[config.mk]
export PLATFORM = sky130hd
export DESIGN_NAME = booth_multiplier_seq
export DESIGN_NICKNAME = d
export VERILOG_FILES = /design/src/rtl/booth_pkg.sv /design/src/rtl/booth_step.sv /design/src/rtl/booth_multiplier_seq.sv
export SDC_FILE = /design/constraint.sdc
export NUM_CORES = 1
export LEC_CHECK = 0
export BUFFER_PORTS_ARGS = -buffer_cell sky130_fd_sc_hd__clkbuf_2
export CORE_MARGIN = 4
export CORE_UTILIZATION = 59
export CTS_BUF_LIST = sky130_fd_sc_hd__clkbuf_8
export DETAILED_ROUTE_END_ITERATION = 10
export PLACE_DENSITY = 0.93
export SLEW_MARGIN = 0
export SYNTH_ARGS = -nofsm -noshare
export SYNTH_HDL_FRONTEND = slang
export SYNTH_SLANG_ARGS = --single-unit
[constraint.sdc]
create_clock -name clk_i -period 3.4 [get_ports clk_i]
set_clock_uncertainty 0.1 [all_clocks]
set_input_delay 0.68 -clock clk_i [delete_from_list [all_inputs] [get_ports clk_i]]
set_output_delay 0.68 -clock clk_i [all_outputs]
set_load 0.05 [all_outputs]
[src/rtl/booth_pkg.sv]
// Shared encodings for the sequential radix-2 Booth multiplier: FSM states,
// operand mode and the Booth recoding pairs that select add or subtract.
package booth_pkg;

  typedef enum logic [1:0] {
    IDLE = 2'd0,
    CALC = 2'd1,
    DONE = 2'd2
  } state_t;

  localparam logic MODE_UNSIGNED = 1'b0;
  localparam logic MODE_SIGNED   = 1'b1;

  localparam logic [1:0] PAIR_ADD = 2'b01;
  localparam logic [1:0] PAIR_SUB = 2'b10;

endpackage

[src/rtl/booth_step.sv]
// One Booth iteration: add/subtract the multiplicand per {q[0],q_1}, then
// arithmetic-shift {acc,q,q_1} right by one. Purely combinational.
module booth_step
  import booth_pkg::*;
#(
  parameter int W = 9
) (
  input  logic [W-1:0] i_acc,
  input  logic [W-1:0] i_q,
  input  logic         i_q_1,
  input  logic [W-1:0] i_mcand,
  output logic [W-1:0] o_acc,
  output logic [W-1:0] o_q,
  output logic         o_q_1
);

  logic [W-1:0] w_sum;

  always_comb begin
    w_sum = i_acc;
    case ({i_q[0], i_q_1})
      PAIR_ADD: w_sum = i_acc + i_mcand;
      PAIR_SUB: w_sum = i_acc - i_mcand;
      default:  w_sum = i_acc;
    endcase
  end

  // The shift replicates the MSB of the updated accumulator, not the old one.
  assign o_acc = {w_sum[W-1], w_sum[W-1:1]};
  assign o_q   = {w_sum[0], i_q[W-1:1]};
  assign o_q_1 = i_q[0];

endmodule

[src/rtl/booth_multiplier_seq.sv]
// Sequential radix-2 Booth multiplier, signed or unsigned per operation; result valid
// N+1 cycles after acceptance, held in DONE until out_ready_i; abort_i cancels CALC/DONE.
module booth_multiplier_seq
  import booth_pkg::*;
#(
  parameter int DATA_SIZE = 8
) (
  input  logic                     clk_i,
  input  logic                     reset_ni,
  input  logic                     in_valid_i,
  output logic                     in_ready_o,
  input  logic                     signed_i,
  input  logic [DATA_SIZE-1:0]     multiplicand_i,
  input  logic [DATA_SIZE-1:0]     multiplier_i,
  input  logic                     abort_i,
  output logic                     out_valid_o,
  input  logic                     out_ready_i,
  output logic [2*DATA_SIZE-1:0]   product_o,
  output logic                     busy_o
);

  localparam int N  = DATA_SIZE;
  localparam int W  = N + 1;
  localparam int CW = $clog2(W + 1);

  state_t             r_state;
  logic [W-1:0]       r_acc;
  logic [W-1:0]       r_q;
  logic               r_q_1;
  logic [W-1:0]       r_mcand;
  logic [CW-1:0]      r_count;
  logic [2*N-1:0]     r_product;
  logic               r_in_ready;
  logic               r_out_valid;
  logic               r_busy;

  logic [W-1:0]       w_ext_m;
  logic [W-1:0]       w_ext_q;
  logic [W-1:0]       w_acc_nxt;
  logic [W-1:0]       w_q_nxt;
  logic               w_q_1_nxt;
  logic [2*N-1:0]     w_prod_low;

  // One extra bit lets a single signed datapath serve both operand modes.
  assign w_ext_m = (signed_i == MODE_SIGNED) ? {multiplicand_i[N-1], multiplicand_i}
                                             : {1'b0, multiplicand_i};
  assign w_ext_q = (signed_i == MODE_SIGNED) ? {multiplier_i[N-1], multiplier_i}
                                             : {1'b0, multiplier_i};

  booth_step #(
    .W(W)
  ) u_step (
    .i_acc   (r_acc),
    .i_q     (r_q),
    .i_q_1   (r_q_1),
    .i_mcand (r_mcand),
    .o_acc   (w_acc_nxt),
    .o_q     (w_q_nxt),
    .o_q_1   (w_q_1_nxt)
  );

  assign w_prod_low = {w_acc_nxt[W-3:0], w_q_nxt};

  always_ff @(posedge clk_i or negedge reset_ni) begin
    if (!reset_ni) begin
      r_state     <= IDLE;
      r_acc       <= '0;
      r_q         <= '0;
      r_q_1       <= 1'b0;
      r_mcand     <= '0;
      r_count     <= '0;
      r_product   <= '0;
      r_in_ready  <= 1'b1;
      r_out_valid <= 1'b0;
      r_busy      <= 1'b0;
    end else begin
      case (r_state)
        IDLE: begin
          if (in_valid_i) begin
            r_state    <= CALC;
            r_acc      <= '0;
            r_q        <= w_ext_q;
            r_q_1      <= 1'b0;
            r_mcand    <= w_ext_m;
            r_count    <= CW'(W);
            r_in_ready <= 1'b0;
            r_busy     <= 1'b1;
          end
        end
        CALC: begin
          if (abort_i) begin
            r_state    <= IDLE;
            r_in_ready <= 1'b1;
            r_busy     <= 1'b0;
          end else begin
            r_acc   <= w_acc_nxt;
            r_q     <= w_q_nxt;
            r_q_1   <= w_q_1_nxt;
            r_count <= r_count - CW'(1);
            if (r_count == CW'(1)) begin
              r_state     <= DONE;
              r_product   <= w_prod_low;
              r_out_valid <= 1'b1;
            end
          end
        end
        DONE: begin
          if (abort_i || out_ready_i) begin
            r_state     <= IDLE;
            r_out_valid <= 1'b0;
            r_in_ready  <= 1'b1;
            r_busy      <= 1'b0;
          end
        end
        default: begin
          r_state     <= IDLE;
          r_out_valid <= 1'b0;
          r_in_ready  <= 1'b1;
          r_busy      <= 1'b0;
        end
      endcase
    end
  end

  assign in_ready_o  = r_in_ready;
  assign out_valid_o = r_out_valid;
  assign busy_o      = r_busy;
  assign product_o   = r_product;

endmodule

==> results by group <==
Worst setup path
  • Worst path cell trace: inv_1 > ha_1 > mux2i_1 > ha_1 > nor2b_1 > o21a_1 > o21ai_0 > a21oi_1 > mux2i_1 > o211ai_1
  • Crit start category: register
  • Crit Path Max Fanout: 8
  • CP endpoint kind: register
  • Critical path class: register to register
  • Largest stage delay on the critical path: 0.40 ns
  • CP delay by family, top: compound AO/OA/AOI/OAI gates
  • Critical Path AT: 2.84 ns
  • WP data required: 3.47 ns
  • Slowest CP cell: dfrtp_1
  • Crit path buf inv count: 1

Synthesis
  • Sequential fraction of the synthesis area: 0.469
  • EDFF count, synth: 0
  • Syn Area/Cell: 9.74 sq um
  • Post-synth cell types: 44
  • Mapped Area: 0.00278 sq mm
  • YS warnings: 0
  • Top cells by count, synth: nand2_1 (58), dfrtp_1 (51), o21ai_0 (26), nor2_1 (15)
  • Synth Flop Type: dfrtp_1
  • Mapped Nets: 320
  • Top-count cell post-synth: nand2_1
  • Yosys top cell by area: dfrtp_1
  • Syn Inst Count: 285
  • Area contributors post-synth: dfrtp_1 (46%), nand2_1 (7.8%), ha_1 (5.4%)
  • Asr flop ratio synth: 1.00
  • Post-synthesis sequential element count: 52
  • Top cell type's share of synthesized area: 0.460

Clocking
  • CTS Buf Count: 5
  • Clock Pin Slew Worst Setup and Hold Paths: 0.09 ns
  • Sink Count: 52
  • Post-CTS setup buffer count: 0
  • CTS Root Cell: clkbuf_8
  • TritonCTS clock tree: done
  • Latest clock arrival within the worst-skew pair: 0.31 ns
  • Clock Tree Buf Depth: 2
  • Hold-fix buffers, CTS: 0
  • CTS resizes: 0
  • Htree depth: 2

Timing
  • Slew headroom: 0.413
  • Min Tclk post-route: 2.77 ns
  • Final setup TNS: 0 ns
  • Achievable frequency: 0.361 GHz
  • Pins Over Slew Limit: 0
  • Final Setup Violations: 0
  • RSZ-0062 raised after global routing: false
  • Final Hold Vio Count: 0
  • Period utilization: 0.814
  • Slew at the pin closest to its max-slew limit: 0.880 ns

Route
  • First-pass iteration count of the detailed router: 4
  • Iter 0 DRT Violations: 173
  • Post-route DRC violation count: 0
  • Vias per cell: 6.03
  • ANT nets after route: 0
  • Via count: 2249
  • Routed wire length: 6070 um
  • Drt wl/cell: 16.3 um

Die
  • Core area: 0.00444 sq mm
  • Chip Height: 76.6 um
  • Die footprint: 0.00587 sq mm
  • Std-Cell Rows: 24
  • Die X: 76.6 um
  • Starting Density: 0.624
  • I/O pins: 41

Outcome
  • Status: finished, final reports clean

Final layout
  • Share of cells above drive strength 1: 0.206
  • Area grow syn2layout: 10.9%
  • Antenna Cells: 0
  • Final core occ: 0.692
  • Nets: 356

Place
  • Final Wtd Congestion: 0.948
  • DPL Wire Length: 4410 um
  • I/O Buffers: 40

Power
  • Leak: 1.49 nW
  • Pwr/cell area: 1160 mW/mm^2
  • Peak VDD IR: 0.000519 V

Global route
  • Largest net degree at the start of global routing: 53
  • GR Util All Layers: 0.222
  • Grt ovf: 0
  • Global-route wire length before repair: 10600 um
  • Initial antenna violation count: 0
  • Vias in the first global route: 2285

Worst hold path
  • Worst Hold Class: input pin to async pin

Flow run
  • Max Cap Violations: 0
[through the flow]
step | instance area (sq um) | std cells | power (mW) | setup slack, ns | hold slack [ns]
after floorplan | 2780 | 285 | 2.73 | 0.825 | 0.284
after global placement | 3000 | 366 | 3.08 | 0.818 | 0.351
after detailed placement | 3000 | 366 | 3.21 | 0.686 | 0.359
after CTS | 3080 | 373 | 3.56 | 0.669 | 0.372
after global routing | 3080 | 373 | 3.85 | 0.452 | 0.394
final | 3080 | 373 | 3.58 | 0.633 | 0.368
[where the power goes]
part / internal (mW) / switching, mW
logic: 0.808 / 1.34
clock network: 0.140 / 0.200
registers: 0.873 / 0.216
[logic make-up (layout without fill, tap and decap cells)]
logic type                 count (synthesis)  in the layout  share of synthesized area
and+or+nand+nor                          100            100                      0.170
AOI/OAI and AO/OA                         60             60                      0.130
DFF                                       52             52                      0.469
muxes                                     24             24                     0.0915
buffers and inverters                     22             58                     0.0338
xor gates and xnor gates                  14             14                     0.0442
adders and majority gates                 13             13                     0.0613
[layout make-up]
type | count | area (sq um)
Fill cell | 344 | 1370
Inverter | 9 | 33.8
Clock inverter | 2 | 12.5
Clock buffer | 5 | 68.8
Multi-Input combinational cell | 211 | 1380
Timing Repair Buffer | 42 | 215
Sequential cell | 52 | 1300
Tap cell | 52 | 65.1
[cells in the final DEF (no fill, tap or decap), drive strengths merged, types with 2 or more instances in the layout]
cell	synthesis	final
a21oi	13	13
nor3b	4	4
a22o	4	4
o21ai	26	26
a31oi	4	4
o21a	2	2
xnor2	11	11
inv	9	9
o211ai	2	2
clkbuf	7	45
nor4	3	3
a211oi	2	2
nand2	58	58
dfrtp	51	51
buf	6	2
nor3	5	5
mux2i	13	13
nand3	2	2
nor2b	2	2
mux2	11	11
nor4b	2	2
nand2b	3	3
ha	12	12
or4b	2	2
nor2	16	16
a21o	2	2
xor2	3	3
[flip-flops by register name, indices dropped and copies added (netlist names)]
signal,flops
r_acc,8
in_ready_o,1
r_q_1,1
product_o,16
r_q,9
r_state,2
busy_o,1
r_count,4
out_valid_o,1
r_mcand,9
[layer usage]
metal  up-vias  routed length [um]  GRT usage
met2        58                3150      0.377
met1      1114                2490      0.275
met3        18                 251     0.0426
met5         -                   0          0
li1       1059                   -          -
met4         0                 179     0.0978
[worst paths after layout]
check | end | cells after the start | slack [ns] | start
setup / recovery | r_acc[6]$_DFFE_PN0P_ | 10 | 0.63 | r_q_1$_DFFE_PN0P_
hold / removal | product_o[5]$_DFFE_PN0P_ | 2 | 0.37 | reset_ni
setup reg to reg | r_acc[6]$_DFFE_PN0P_ | 10 | 0.63 | r_q_1$_DFFE_PN0P_
hold reg to reg | in_ready_o$_DFFE_PN1P_ | 2 | 0.37 | in_ready_o$_DFFE_PN1P_
max in group asynchronous | r_mcand[6]$_DFFE_PN0P_ | 2 | 2.40 | reset_ni
min in group clk_i | in_ready_o$_DFFE_PN1P_ | 2 | 0.37 | in_ready_o$_DFFE_PN1P_
Note: power is estimated with default switching activity, not from simulation.
